--- src/rtl/motor_sequencer.sv ---
// Two-wheel motor sequencer: decodes registered turn commands into per-wheel PWM
// enables and polarities, braking for a dead time before any polarity reversal.
module motor_sequencer #(
  parameter int PWM_PERIOD = 1000,
  parameter int DUTY_FULL  = 1000,
  parameter int DUTY_VEER  = 700,
  parameter int DUTY_HARD  = 400,
  parameter int DEAD_TIME  = 50_000,
  parameter int NINETY_MAX = 100_000_000
) (
  input  logic       clk,
  input  logic       rst,
  input  logic [3:0] dir_cmd,
  input  logic       direction,
  output logic       l_en,
  output logic       r_en,
  output logic       l_fwd,
  output logic       r_fwd,
  output logic       busy,
  output logic       fault,
  output logic [1:0] dbg_state_o
);

  localparam int PW = 16;
  localparam int DW = $clog2(DEAD_TIME + 1);
  localparam int NW = $clog2(NINETY_MAX + 1);

  localparam logic [PW-1:0] PERIOD_LAST = PW'(PWM_PERIOD - 1);
  localparam logic [PW-1:0] DUTY_FULL_W = PW'(DUTY_FULL);
  localparam logic [PW-1:0] DUTY_VEER_W = PW'(DUTY_VEER);
  localparam logic [PW-1:0] DUTY_HARD_W = PW'(DUTY_HARD);
  localparam logic [DW-1:0] DEAD_LAST   = DW'(DEAD_TIME - 1);
  localparam logic [NW-1:0] NINETY_LAST = NW'(NINETY_MAX - 1);

  localparam logic [3:0] CMD_PROCEED  = 4'b0000;
  localparam logic [3:0] CMD_VEER_R   = 4'b1001;
  localparam logic [3:0] CMD_HARD_R   = 4'b1010;
  localparam logic [3:0] CMD_NINETY_R = 4'b1011;
  localparam logic [3:0] CMD_VEER_L   = 4'b0101;
  localparam logic [3:0] CMD_HARD_L   = 4'b0110;
  localparam logic [3:0] CMD_NINETY_L = 4'b0111;
  localparam logic [3:0] CMD_STOP     = 4'b1111;

  typedef enum logic [1:0] {
    ST_IDLE  = 2'd0,
    ST_RUN   = 2'd1,
    ST_BRAKE = 2'd2
  } state_t;

  state_t        state_q, state_d;
  logic [3:0]    cmd_q;
  logic          dir_q;
  logic [PW-1:0] pwm_cnt_q, pwm_cnt_d;
  logic [PW-1:0] duty_l_q, duty_l_d;
  logic [PW-1:0] duty_r_q, duty_r_d;
  logic [DW-1:0] dead_cnt_q, dead_cnt_d;
  logic [NW-1:0] ninety_cnt_q, ninety_cnt_d;
  logic          fault_q, fault_d;
  logic          l_en_q, l_en_d;
  logic          r_en_q, r_en_d;
  logic          l_fwd_q, l_fwd_d;
  logic          r_fwd_q, r_fwd_d;
  logic          busy_q, busy_d;

  // Decoded target for the registered command
  logic          is_ninety;
  logic          tgt_stop;
  logic          tgt_l_fwd, tgt_r_fwd;
  logic [PW-1:0] tgt_duty_l, tgt_duty_r;
  logic          pol_diff;
  logic          period_end;
  logic          ninety_trip;

  always_comb begin
    is_ninety  = (cmd_q == CMD_NINETY_R) || (cmd_q == CMD_NINETY_L);
    tgt_stop   = 1'b0;
    tgt_l_fwd  = 1'b1;
    tgt_r_fwd  = 1'b1;
    tgt_duty_l = DUTY_FULL_W;
    tgt_duty_r = DUTY_FULL_W;
    case (cmd_q)
      CMD_PROCEED:  begin end
      CMD_VEER_R:   tgt_duty_r = DUTY_VEER_W;
      CMD_HARD_R:   tgt_duty_r = DUTY_HARD_W;
      CMD_NINETY_R: tgt_r_fwd  = 1'b0;
      CMD_VEER_L:   tgt_duty_l = DUTY_VEER_W;
      CMD_HARD_L:   tgt_duty_l = DUTY_HARD_W;
      CMD_NINETY_L: tgt_l_fwd  = 1'b0;
      default:      tgt_stop   = 1'b1;
    endcase
    // While faulted, a lingering ninety code is read as STOP
    if (fault_q && is_ninety) begin
      tgt_stop  = 1'b1;
      tgt_l_fwd = 1'b1;
      tgt_r_fwd = 1'b1;
    end
    if (tgt_stop) begin
      tgt_duty_l = '0;
      tgt_duty_r = '0;
    end
    // Reversing travel flips both wheels; sides are never swapped
    if (!dir_q) begin
      tgt_l_fwd = ~tgt_l_fwd;
      tgt_r_fwd = ~tgt_r_fwd;
    end
  end

  always_comb begin
    state_d      = state_q;
    dead_cnt_d   = dead_cnt_q;
    ninety_cnt_d = '0;
    fault_d      = fault_q;
    ninety_trip  = 1'b0;
    l_fwd_d      = l_fwd_q;
    r_fwd_d      = r_fwd_q;

    period_end = (pwm_cnt_q == PERIOD_LAST);
    pwm_cnt_d  = period_end ? '0 : pwm_cnt_q + PW'(1);
    duty_l_d   = period_end ? tgt_duty_l : duty_l_q;
    duty_r_d   = period_end ? tgt_duty_r : duty_r_q;
    pol_diff   = (tgt_l_fwd != l_fwd_q) || (tgt_r_fwd != r_fwd_q);

    if (fault_q && !is_ninety) begin
      fault_d = 1'b0;
    end

    if ((state_q != ST_IDLE) && is_ninety && !fault_q) begin
      if (ninety_cnt_q == NINETY_LAST) begin
        ninety_trip = 1'b1;
      end else begin
        ninety_cnt_d = ninety_cnt_q + NW'(1);
      end
    end

    case (state_q)
      ST_IDLE: begin
        if (!tgt_stop) begin
          if (pol_diff) begin
            state_d    = ST_BRAKE;
            dead_cnt_d = '0;
          end else begin
            state_d = ST_RUN;
          end
        end
      end
      ST_RUN: begin
        // STOP wins over a polarity change
        if (tgt_stop) begin
          state_d = ST_IDLE;
        end else if (pol_diff) begin
          state_d    = ST_BRAKE;
          dead_cnt_d = '0;
        end
      end
      ST_BRAKE: begin
        if (dead_cnt_q == DEAD_LAST) begin
          l_fwd_d = tgt_l_fwd;
          r_fwd_d = tgt_r_fwd;
          state_d = tgt_stop ? ST_IDLE : ST_RUN;
        end else begin
          dead_cnt_d = dead_cnt_q + DW'(1);
        end
      end
      default: state_d = ST_IDLE;
    endcase

    if (ninety_trip) begin
      state_d = ST_IDLE;
      fault_d = 1'b1;
    end

    l_en_d = (state_d == ST_RUN) && (pwm_cnt_d < duty_l_d);
    r_en_d = (state_d == ST_RUN) && (pwm_cnt_d < duty_r_d);
    busy_d = (state_d == ST_BRAKE);
  end

  always_ff @(posedge clk) begin
    if (rst) begin
      state_q      <= ST_IDLE;
      cmd_q        <= CMD_STOP;
      dir_q        <= 1'b0;
      pwm_cnt_q    <= '0;
      duty_l_q     <= '0;
      duty_r_q     <= '0;
      dead_cnt_q   <= '0;
      ninety_cnt_q <= '0;
      fault_q      <= 1'b0;
      l_en_q       <= 1'b0;
      r_en_q       <= 1'b0;
      l_fwd_q      <= 1'b1;
      r_fwd_q      <= 1'b1;
      busy_q       <= 1'b0;
    end else begin
      state_q      <= state_d;
      cmd_q        <= dir_cmd;
      dir_q        <= direction;
      pwm_cnt_q    <= pwm_cnt_d;
      duty_l_q     <= duty_l_d;
      duty_r_q     <= duty_r_d;
      dead_cnt_q   <= dead_cnt_d;
      ninety_cnt_q <= ninety_cnt_d;
      fault_q      <= fault_d;
      l_en_q       <= l_en_d;
      r_en_q       <= r_en_d;
      l_fwd_q      <= l_fwd_d;
      r_fwd_q      <= r_fwd_d;
      busy_q       <= busy_d;
    end
  end

  assign l_en        = l_en_q;
  assign r_en        = r_en_q;
  assign l_fwd       = l_fwd_q;
  assign r_fwd       = r_fwd_q;
  assign busy        = busy_q;
  assign fault       = fault_q;
  assign dbg_state_o = state_q;

endmodule
--- config.mk ---
export PLATFORM = sky130hd
export DESIGN_NAME = motor_sequencer
export DESIGN_NICKNAME = d
export VERILOG_FILES = /design/src/rtl/motor_sequencer.sv
export SDC_FILE = /design/constraint.sdc
export NUM_CORES = 1
export LEC_CHECK = 0
export CAP_MARGIN = 20
export CELL_PAD_IN_SITES_DETAIL_PLACEMENT = 2
export CELL_PAD_IN_SITES_GLOBAL_PLACEMENT = 2
export CORE_MARGIN = 2
export CORE_UTILIZATION = 41
export DETAILED_ROUTE_END_ITERATION = 8
export PLACE_DENSITY_LB_ADDON = 0.1
export SKIP_LAST_GASP = 1
export SLEW_MARGIN = 5
export SYNTH_ARGS = -nofsm -noshare
export SYNTH_HDL_FRONTEND = slang
export SYNTH_SLANG_ARGS = --single-unit
export TNS_END_PERCENT = 5
--- constraint.sdc ---
create_clock -name clk -period 6.75 [get_ports clk]
set_input_delay 1.0125 -clock clk [delete_from_list [all_inputs] [get_ports clk]]
set_output_delay 1.0125 -clock clk [all_outputs]
set_load 0.05 [all_outputs]
==> results of run 1 <==
-- sequential cells by signal (all words and copies together) (netlist names), 2 cells and up --
register / cells
cmd_q: 4
dbg_state_o: 2
dead_cnt_q: 16
duty_l_q: 16
duty_r_q: 16
ninety_cnt_q: 27
pwm_cnt_q: 16
-- cell usage in the layout, fill, tap and decap left out, types with 13 or more instances in the layout --
cell type,instances
a21oi_1,42
clkdlybuf4s50_1,13
dfxtp_1,104
ha_1,33
nand2_1,48
nand3_1,19
nand4_1,19
nor2_1,97
nor3_1,25
o21ai_0,18
xnor2_1,16
xor2_1,21
-- per-layer routing --
metal  GRT usage [%]  routed length [um]  share of wire [%]
met1            27.5                6390                 46
met2            40.3                7080                 50
met3            5.32                 265                1.9
met4            6.43                 289                2.1
met5               0                   0                  0
-- Yosys cell counts, drive strengths merged, types with 3 or more instances --
cell	n	share of area, %
buf	4	0.52
and2	10	1.2
nor2b	9	1.1
nor4b	3	0.52
nand3b	3	0.45
xnor2	16	2.8
inv	10	0.74
clkbuf	20	1.5
o211ai	4	0.60
or2	8	0.99
or3	8	0.99
nand4	19	2.4
ha	33	8.2
o31ai	9	1.3
a21oi	42	4.2
dfxtp	104	41
and3	8	0.99
a311oi	4	0.70
nor4	9	1.1
nand2	48	3.6
nor2	97	7.2
or4b	3	0.60
a211oi	3	0.45
nor3	25	2.5
or4	12	1.9
o21ai	18	1.8
xor2	22	4.0
nand3	19	1.9
and4	4	0.70
nand2b	8	0.99
-- cell families (layout without fill, tap and decap cells) --
logic type / count (synthesis) / after routing
AND/OR/NAND/NOR: 298 / 298
flip-flops: 104 / 104
AO/OA/AOI/OAI: 89 / 89
XOR/XNOR: 38 / 38
buffers and inverters: 34 / 41
adder cells (fa/ha/maj): 33 / 33
multiplexers: 1 / 1
-- final cells by class --
cell class | instances | share of cell area (%)
repair buffers | 16 | 2.68
clock inverters | 6 | 1.94
clock buffers | 9 | 4.02
multi-input cells | 459 | 50.3
well taps | 147 | 3.28
flip-flops and latches | 104 | 37.1
inverters | 10 | 0.670
-- where the power goes --
group	leakage, nW	internal [mW]	switching, mW
Combinational	0.988	0.0284	0.0520
Clock	0.165	0.360	0.233
Sequential	0.840	0.619	0.00827
-- worst max-delay path, stage by stage (launching register included) --
cell,delay (ns)
dfxtp_1,0.37
inv_1,0.08
nor4b_1,0.49
nand4_1,0.15
buf_4,0.29
nor3_1,0.40
a21oi_1,0.12
ha_1,0.34
a211oi_1,0.27
o21ai_0,0.14
o211ai_1,0.11
a21oi_1,0.09
nor4_1,0.21
-- metrics by stage --
step	hold slack [ns]	utilization, %
2_1_floorplan	0.422	-
3_3_place_gp	0.439	43.9
3_5_place_dp	0.443	43.9
4_1_cts	0.452	46.7
5_1_grt	0.471	46.7
6_report	0.445	46.7
-- path summary, 6_finish.rpt --
check               start           end  slack (ns)  depth (start not counted)
min          duty_r_q[12]  duty_r_q[12]        0.45                          2
max          pwm_cnt_q[5]          r_en        3.58                         12
min reg2reg  duty_r_q[12]  duty_r_q[12]        0.45                          2
max reg2reg  pwm_cnt_q[5]          r_en        3.58                         12
==> results.py, run 1 <==
metrics = {
    "synth": {
        "synth_edf_count": 0,
        "syn_area_per_cell_um2": 8.44,
        "synthAdderAreaFrac_pct": 8.19,
        "synthMuxAreaShare_pct": 0.199,
        "seq_area_frac_synth_pct": 41.3,
        "synth_fp_nets": 637,
        "syn_area_mm2": 0.00504,
        "synthXorXnorAreaFrac_pct": 6.75,
        "ys_warn_count": 0,
        "ys_seq_elements": 104,
        "syn_inst": 597,
        "synth_top_family_by_area": "simple AND/OR/NAND/NOR gates",
        "synth_compound_area_share_pct": 10.8,
        "ys_types": 48,
        "synth_simple_gate_area_share_pct": 29.9,
        "synth-main-ff-cell": "dfxtp_1",
        "async_reset_ff_share_pct": 0,
    },
    "critical_path": {
        "cp_max_fo": 42,
        "critical_path_class": "reg2reg",
        "critPathLaunchType": "flop",
        "cp.required_ns": 7.01,
        "cp-end-kind": "flop",
        "worstPathArrival_ns": 3.43,
    },
    "grt": {
        "gr-total-overflow": 0,
        "grt_max_degree": 63,
        "grt_pass1_vias": 4678,
        "grt_pass1_wl_um": 23700,
        "antenna_found_initial": 0,
        "track_usage_pct": 22.7,
    },
    "cells_and_area": {
        "nets": 640,
        "stdcell_area_mm2": 0.00561,
        "drive_gt1_share_pct": 5.46,
        "diodes": 0,
        "fill_cells": 1319,
        "layoutNonFillerInstCount": 751,
        "multiInputGateArea_mm2": 0.00282,
        "seq_area_mm2": 0.00208,
        "area_delta_synth_final_pct": 11.2,
    },
    "clock_tree": {
        "clock_sinks": 104,
        "clk_root_buffer_cell": "clkbuf_16",
        "cts_max_level": 3,
        "cts_setup_buffers": 0,
        "clk_latency_ns": 0.36,
        "cts_resized": 0,
        "cts_max_path_buffers": 2,
        "hold_buffers": 0,
        "cts_tree": "yes",
        "cts_buffers": 9,
        "clkTransAtPathRegs_ns": 0.07,
    },
    "placement": {
        "hpwlAfterDp_um": 9900,
        "io_buffers": 14,
        "dpl-instance-area_mm2": 0.00527,
        "dp.cells": 736,
        "post-place-ws_ns": 3.58,
        "gp_congestion": 0.851,
    },
    "power_and_ir_drop": {
        "power_density_mw_per_mm2": 232,
        "leakagePower_nw": 1.99,
        "ir_drop_uv": 208,
        "total_power_mw": 1.30,
    },
    "floorplan": {
        "die_y_um": 115,
        "start_util_pct": 42.0,
        "row_count": 40,
        "io_pins": 15,
        "dieArea_mm2": 0.0132,
        "die_x_um": 115,
        "core_mm2": 0.0120,
    },
    "sta": {
        "final.setup.worst_slack_ns": 3.58,
        "final.setup.tns_ns": 0,
        "finalSetupViolCount": 0,
        "relSlewSlack_pct": 36.9,
        "slew_viol_final": 0,
        "rsz0062_at_grt": "no",
        "tightest_slew_ns": 0.946,
        "finalHoldViolations": 0,
        "clock_skew_ns": 0.0115,
        "finalCritPeriodShare_pct": 46.9,
        "max_freq_mhz": 316,
        "min_period_ns": 3.17,
    },
    "status": {
        "status": "finished, final reports clean",
    },
    "route": {
        "initialDrtViolationCount": 173,
        "routed_wl_um": 14000,
        "drc": 0,
        "wire_per_inst_um": 18.7,
        "drtAntennaViolNets": 0,
        "vias_per_cell": 5.71,
        "first_pass_iters": 5,
        "via_count": 4289,
    },
    "min_path": {
        "hold_class": "reg2reg",
    },
    "flow_run": {
        "cap_viol_max_count": 0,
    },
}
Note: power is estimated with default switching activity, not from simulation.
==> run 2: changes to the inputs <==
--- a/config.mk
+++ b/config.mk
@@ -9,7 +9,7 @@
 export CELL_PAD_IN_SITES_DETAIL_PLACEMENT = 2
 export CELL_PAD_IN_SITES_GLOBAL_PLACEMENT = 2
 export CORE_MARGIN = 2
-export CORE_UTILIZATION = 41
+export CORE_UTILIZATION = 34
 export DETAILED_ROUTE_END_ITERATION = 8
 export PLACE_DENSITY_LB_ADDON = 0.1
 export SKIP_LAST_GASP = 1
==> constraint.sdc (replaced) <==
create_clock -name clk -period 2.8 [get_ports clk]
set_input_delay 0.42 -clock clk [delete_from_list [all_inputs] [get_ports clk]]
set_output_delay 0.42 -clock clk [all_outputs]
set_load 0.05 [all_outputs]
==> run 2 against run 1 <==
- final cell count increased by 8.9%
- wire length increased by 3.3%
- largest cell class unchanged
- register-to-register slack got worse by 3.5 ns
- via count increased by 2.3%
- die area increased by 20%
- critical path type unchanged
- flip-flop and latch count unchanged
- non-clock buffer count increased by 29
- first-iteration DRC count increased by 15%
- clock power increased by 140%
- worst hold slack improved by 0.0012 ns
- count of clock-buffer cells in the layout increased by 1
==> results.py, run 2 (synthesis results as in run 1) <==
metrics = {
    "status": {
        "status": "finished, final reports clean",
    },
    "critical_path": {
        "cpMaxStageDelayCell": "or3b_2",
        "cp_max_fo": 5,
        "worstPathArrival_ns": 2.99,
        "cp.required_ns": 3.06,
        "critPathLaunchType": "flop",
        "crit_path_max_incr_delay_ns": 0.45,
        "path_cells": "or3b_2 -> o211ai_1 -> a21o_2 -> buf_6 -> nor3_1 -> a21oi_1 -> ha_1 -> nand2_1 -> o21ai_2 -> nor3_2 -> a21oi_2 -> nor4_1",
        "cp-end-kind": "flop",
        "path_delay_family": "simple AND/OR/NAND/NOR gates",
        "critPathBufInv": 1,
        "critical_path_class": "reg2reg",
    },
    "placement": {
        "hpwlAfterDp_um": 10500,
        "post-place-ws_ns": -0.231,
        "dp.cells": 794,
        "io_buffers": 14,
        "gp_congestion": 0.801,
    },
    "clock_tree": {
        "cts_max_level": 3,
        "clkTransAtPathRegs_ns": 0.07,
        "clk_root_buffer_cell": "clkbuf_16",
        "cts_buffers": 9,
        "cts_max_path_buffers": 2,
        "clock_sinks": 104,
        "cts_tree": "yes",
        "clk_latency_ns": 0.36,
    },
    "cells_and_area": {
        "area_delta_synth_final_pct": 20.1,
        "utilization_pct": 41.7,
        "diodes": 0,
        "largest_register": "ninety_cnt_q",
        "nets": 669,
        "largest_reg_flops": 27,
        "drive_gt1_share_pct": 15.3,
        "multiInputGateArea_mm2": 0.00297,
        "fill_cells": 1599,
        "seq_area_mm2": 0.00209,
        "final_cell_mix": "101 x dfxtp_1, 94 x nor2_1, 47 x nand2_1",
        "layoutNonFillerInstCount": 818,
        "final_common_cell": "dfxtp_1",
    },
    "power_and_ir_drop": {
        "ir_drop_uv": 277,
        "p_seq_share_pct": 48.0,
        "total_power_mw": 3.14,
        "p_sw_mw": 0.746,
        "switching_share_pct": 23.8,
        "leakagePower_nw": 2.16,
        "p_int_mw": 2.40,
        "pwr-share-clk_pct": 44.6,
        "power_density_mw_per_mm2": 519,
        "p_comb_share_pct": 7.3,
    },
    "sta": {
        "clock_skew_ns": 0.00658,
        "relSlewSlack_pct": 63.3,
        "tightest_slew_ns": 0.545,
        "final.setup.tns_ns": 0,
        "slew_viol_final": 0,
        "finalHoldViolations": 0,
        "rsz0062_at_grt": "yes",
        "max_freq_mhz": 366,
        "finalSetupViolCount": 0,
        "final.setup.worst_slack_ns": 0.0667,
        "finalCritPeriodShare_pct": 97.6,
        "min_period_ns": 2.73,
    },
    "grt": {
        "track_usage_pct": 18.8,
        "grt_pass1_vias": 4742,
        "grt_pass1_wl_um": 24200,
        "antenna_found_initial": 0,
        "gr-total-overflow": 0,
        "grt_max_degree": 28,
    },
    "route": {
        "initialDrtViolationCount": 199,
        "routed_wl_um": 14500,
        "wire_per_inst_um": 17.7,
        "first_pass_iters": 4,
        "drc": 0,
        "via_count": 4389,
        "vias_per_cell": 5.37,
        "drtAntennaViolNets": 0,
    },
    "flow_run": {
        "cap_viol_max_count": 0,
    },
    "floorplan": {
        "start_util_pct": 34.7,
        "die_x_um": 126,
        "core_mm2": 0.0145,
        "die_y_um": 126,
        "io_pins": 15,
        "dieArea_mm2": 0.0158,
        "row_count": 44,
    },
    "min_path": {
        "hold_class": "reg2reg",
    },
}
==> run 2: changes by cell type in the layout (fill, tap and decap cells not counted), sizes merged <==
cell      change
clkinv        -1
bufinv        -1
clkbuf        +1
clkinvlp      +2
buf          +29
==> run 2: layer usage <==
layer	track usage, %	wire length (um)
met4	3.68	120
met1	23.5	6750
met5	0	0
met3	3.95	259
met2	33.6	7350
==> run 2: cell type report <==
cell class | count | share of cell area [%]
clock inverters | 6 | 1.53
multi-input cells | 459 | 49.1
repair buffers | 45 | 6.53
flip-flops and latches | 104 | 34.4
inverters | 10 | 0.620
clock buffers | 10 | 3.95
well taps | 184 | 3.80
==> run 2: through the flow <==
step | hold WS, ns | instance area (um^2)
2_1_floorplan | 0.422 | 5040
3_3_place_gp | 0.441 | 5480
3_5_place_dp | 0.441 | 5480
4_1_cts | 0.453 | 5870
5_1_grt | 0.483 | 6050
6_report | 0.446 | 6050
==> run 2: worst register-to-register path, delay by kind of cell, from the launching register on <==
kind | cells | cell delay, ns
buffers and inverters | 1 | 0.15
DFF | 1 | 0.35
AOI/OAI and AO/OA | 5 | 0.75
and+or+nand+nor | 5 | 1.11
adders and majority gates | 1 | 0.28
==> run 2: final timing paths <==
| check | from | endpoint | slack [ns] | cells after the start |
|---|---|---|---|---|
| max reg2reg | cmd_q[0] | l_en | 0.07 | 12 |
| max | cmd_q[0] | l_en | 0.07 | 12 |
| min | duty_r_q[10] | duty_r_q[10] | 0.45 | 2 |
| min reg2reg | duty_r_q[10] | duty_r_q[10] | 0.45 | 2 |
==> run 2: power groups by stage <==
stage | clock network [mW] | registers, mW | logic, mW
after floorplan | 0 | 1.55 | 0.128
after global placement | 0 | 1.54 | 0.203
after detailed placement | 0 | 1.54 | 0.214
after CTS | 1.45 | 1.51 | 0.221
after global routing | 1.50 | 1.51 | 0.257
final | 1.40 | 1.51 | 0.231
==> run 2: repair_timing <==
item / in CTS / in global routing
resized for setup: 10 / 36
setup buffers: 2 / 6
endpoints found under the setup margin: 2 / 2
hold buffers: 0 / 0
pin swaps: 1 / 18
==> run 3: changes to the inputs <==
--- a/config.mk
+++ b/config.mk
@@ -9,7 +9,7 @@
 export CELL_PAD_IN_SITES_DETAIL_PLACEMENT = 2
 export CELL_PAD_IN_SITES_GLOBAL_PLACEMENT = 2
 export CORE_MARGIN = 2
-export CORE_UTILIZATION = 34
+export CORE_UTILIZATION = 41
 export DETAILED_ROUTE_END_ITERATION = 8
 export PLACE_DENSITY_LB_ADDON = 0.1
 export SKIP_LAST_GASP = 1
==> constraint.sdc (replaced) <==
create_clock -name clk -period 3.15 [get_ports clk]
set_input_delay 0.4725 -clock clk [delete_from_list [all_inputs] [get_ports clk]]
set_output_delay 0.4725 -clock clk [all_outputs]
set_load 0.05 [all_outputs]
==> run 3 against run 2 <==
- global-route usage grew 4.7 points
- critical path depth unchanged
- sequential share of layout area rose by 1.8 points
- non-clock buffer count fell by 16
- via count shrank 0.68%
- final cell count fell by 6.5%
- clock power fell by 8%
- power shrank 10%
- count of clock-buffer cells in the layout stayed put
- final area fell by 5.1%
- first-iteration DRC count is 33% lower
- highest routed layer unchanged
==> results.py, run 3 (synthesis results as in run 1) <==
metrics = {
    "status": {
        "status": "finished, final reports clean",
    },
    "critical_path": {
        "cp.required_ns": 3.42,
        "worstPathArrival_ns": 3.25,
        "critPathLaunchType": "flop",
        "r2r_cells": 12,
        "cp_max_fo": 5,
        "critical_path_class": "reg2reg",
        "cp-end-kind": "flop",
    },
    "grt": {
        "gr-total-overflow": 0,
        "antenna_found_initial": 0,
        "grt_max_degree": 33,
        "grt_pass1_vias": 4675,
        "grt_pass1_wl_um": 24200,
        "track_usage_pct": 23.5,
    },
    "power_and_ir_drop": {
        "p_seq_share_pct": 47.8,
        "leakagePower_nw": 2.06,
        "power_density_mw_per_mm2": 490,
        "switching_share_pct": 22.9,
        "pwr-share-clk_pct": 45.7,
        "ir_drop_uv": 431,
        "p_int_mw": 2.17,
        "p_sw_mw": 0.644,
        "p_comb_share_pct": 6.5,
        "total_power_mw": 2.81,
    },
    "clock_tree": {
        "clkTransAtPathRegs_ns": 0.07,
        "cts_max_level": 3,
        "clock_sinks": 104,
        "cts_max_path_buffers": 2,
        "cts_buffers": 9,
        "clk_root_buffer_cell": "clkbuf_16",
        "clk_latency_ns": 0.36,
        "cts_tree": "yes",
    },
    "floorplan": {
        "die_y_um": 115,
        "row_count": 40,
        "die_x_um": 115,
        "core_mm2": 0.0120,
        "start_util_pct": 42.0,
        "dieArea_mm2": 0.0132,
        "io_pins": 15,
    },
    "route": {
        "first_pass_iters": 4,
        "drc": 0,
        "drtAntennaViolNets": 0,
        "vias_per_cell": 5.70,
        "initialDrtViolationCount": 133,
        "routed_wl_um": 14700,
        "wire_per_inst_um": 19.2,
        "via_count": 4359,
    },
    "sta": {
        "final.setup.tns_ns": 0,
        "slew_viol_final": 0,
        "clock_skew_ns": 0.00883,
        "hold_slack_ns": 0.446,
        "finalCritPeriodShare_pct": 94.6,
        "finalHoldViolations": 0,
        "max_freq_mhz": 336,
        "min_period_ns": 2.98,
        "tightest_slew_ns": 0.597,
        "relSlewSlack_pct": 60.2,
        "final.setup.worst_slack_ns": 0.169,
        "finalSetupViolCount": 0,
    },
    "cells_and_area": {
        "multiInputGateArea_mm2": 0.00284,
        "stdcell_area_mm2": 0.00574,
        "layoutNonFillerInstCount": 765,
        "final_common_cell": "dfxtp_1",
        "fill_cells": 1304,
        "utilization_pct": 47.8,
        "nets": 653,
        "diodes": 0,
        "largest_register": "ninety_cnt_q",
        "area_delta_synth_final_pct": 14.0,
        "drive_gt1_share_pct": 8.41,
        "largest_reg_flops": 27,
        "final_cell_mix": "104 x dfxtp_1, 97 x nor2_1, 48 x nand2_1",
        "seq_area_mm2": 0.00208,
    },
    "placement": {
        "dpl-instance-area_mm2": 0.00534,
        "hpwlAfterDp_um": 10400,
        "dp.cells": 744,
        "post-place-ws_ns": 0.0528,
        "io_buffers": 14,
        "gp_congestion": 0.793,
    },
    "flow_run": {
        "cap_viol_max_count": 0,
    },
    "min_path": {
        "hold_class": "reg2reg",
        "holdPathStages": 2,
    },
}
run 3: cell count changes in the layout (fill, tap and decap cells not counted), moves of 4 or more:
cell | before | now
a21oi_1 | 31 | 42
buf_4 | 26 | 14
a21oi_2 | 11 | 0
o21ai_0 | 14 | 18
nor3_1 | 17 | 23
buf_6 | 4 | 0
nor3_2 | 6 | 2
run 3: repair_timing:
item	in CTS	in global routing
setup endpoints to repair	2	2
resized for setup	0	6
hold buffers	0	0
cloned	0	0
buffers inserted	1	4
pin swaps	1	0
run 3: critical path, stage by stage, from the launching register on:
cell and delay, ns:
dfxtp_1 0.39, inv_1 0.10, nor4b_2 0.35, nand4_1 0.13, buf_4 0.19, nor3_1 0.45
a21oi_1 0.14, ha_1 0.36, a211oi_1 0.21, o21ai_0 0.13, o211ai_1 0.10, a21oi_1 0.09
nor4_1 0.25
run 3: worst paths after layout:
kind	start	endpoint	slack [ns]
setup / recovery	pwm_cnt_q[5]	l_en	0.17
hold / removal	duty_r_q[15]	duty_r_q[15]	0.45
setup reg to reg	pwm_cnt_q[5]	l_en	0.17
hold reg to reg	duty_r_q[15]	duty_r_q[15]	0.45
run 3: final cells by class:
| cell class | count | area share (%) |
|---|---|---|
| clock inverter | 6 | 1.87 |
| timing repair buffer | 29 | 4.53 |
| tap | 147 | 3.20 |
| multi-input combinational | 459 | 49.5 |
| inverter | 10 | 0.653 |
| clock buffer | 10 | 3.99 |
| sequential | 104 | 36.2 |
run 3: power by group through the flow:
stage                     Sequential [mW]  Combinational, mW  Clock, mW
final                                1.34              0.182       1.29
after global routing                 1.35              0.201       1.37
after CTS                            1.34              0.174       1.33
after detailed placement             1.37              0.171          0
after global placement               1.37              0.162          0
after floorplan                      1.38              0.114          0
run 3: layer usage:
layer	vias to the layer above	part of all wire, %	track usage [%]	wire [um]
met5	-	0	0	0
met4	0	2.2	5.54	319
met3	22	1.7	5.43	243
met2	21	52	43.5	7590
met1	2174	44	27.5	6530
li1	2142	-	-	-
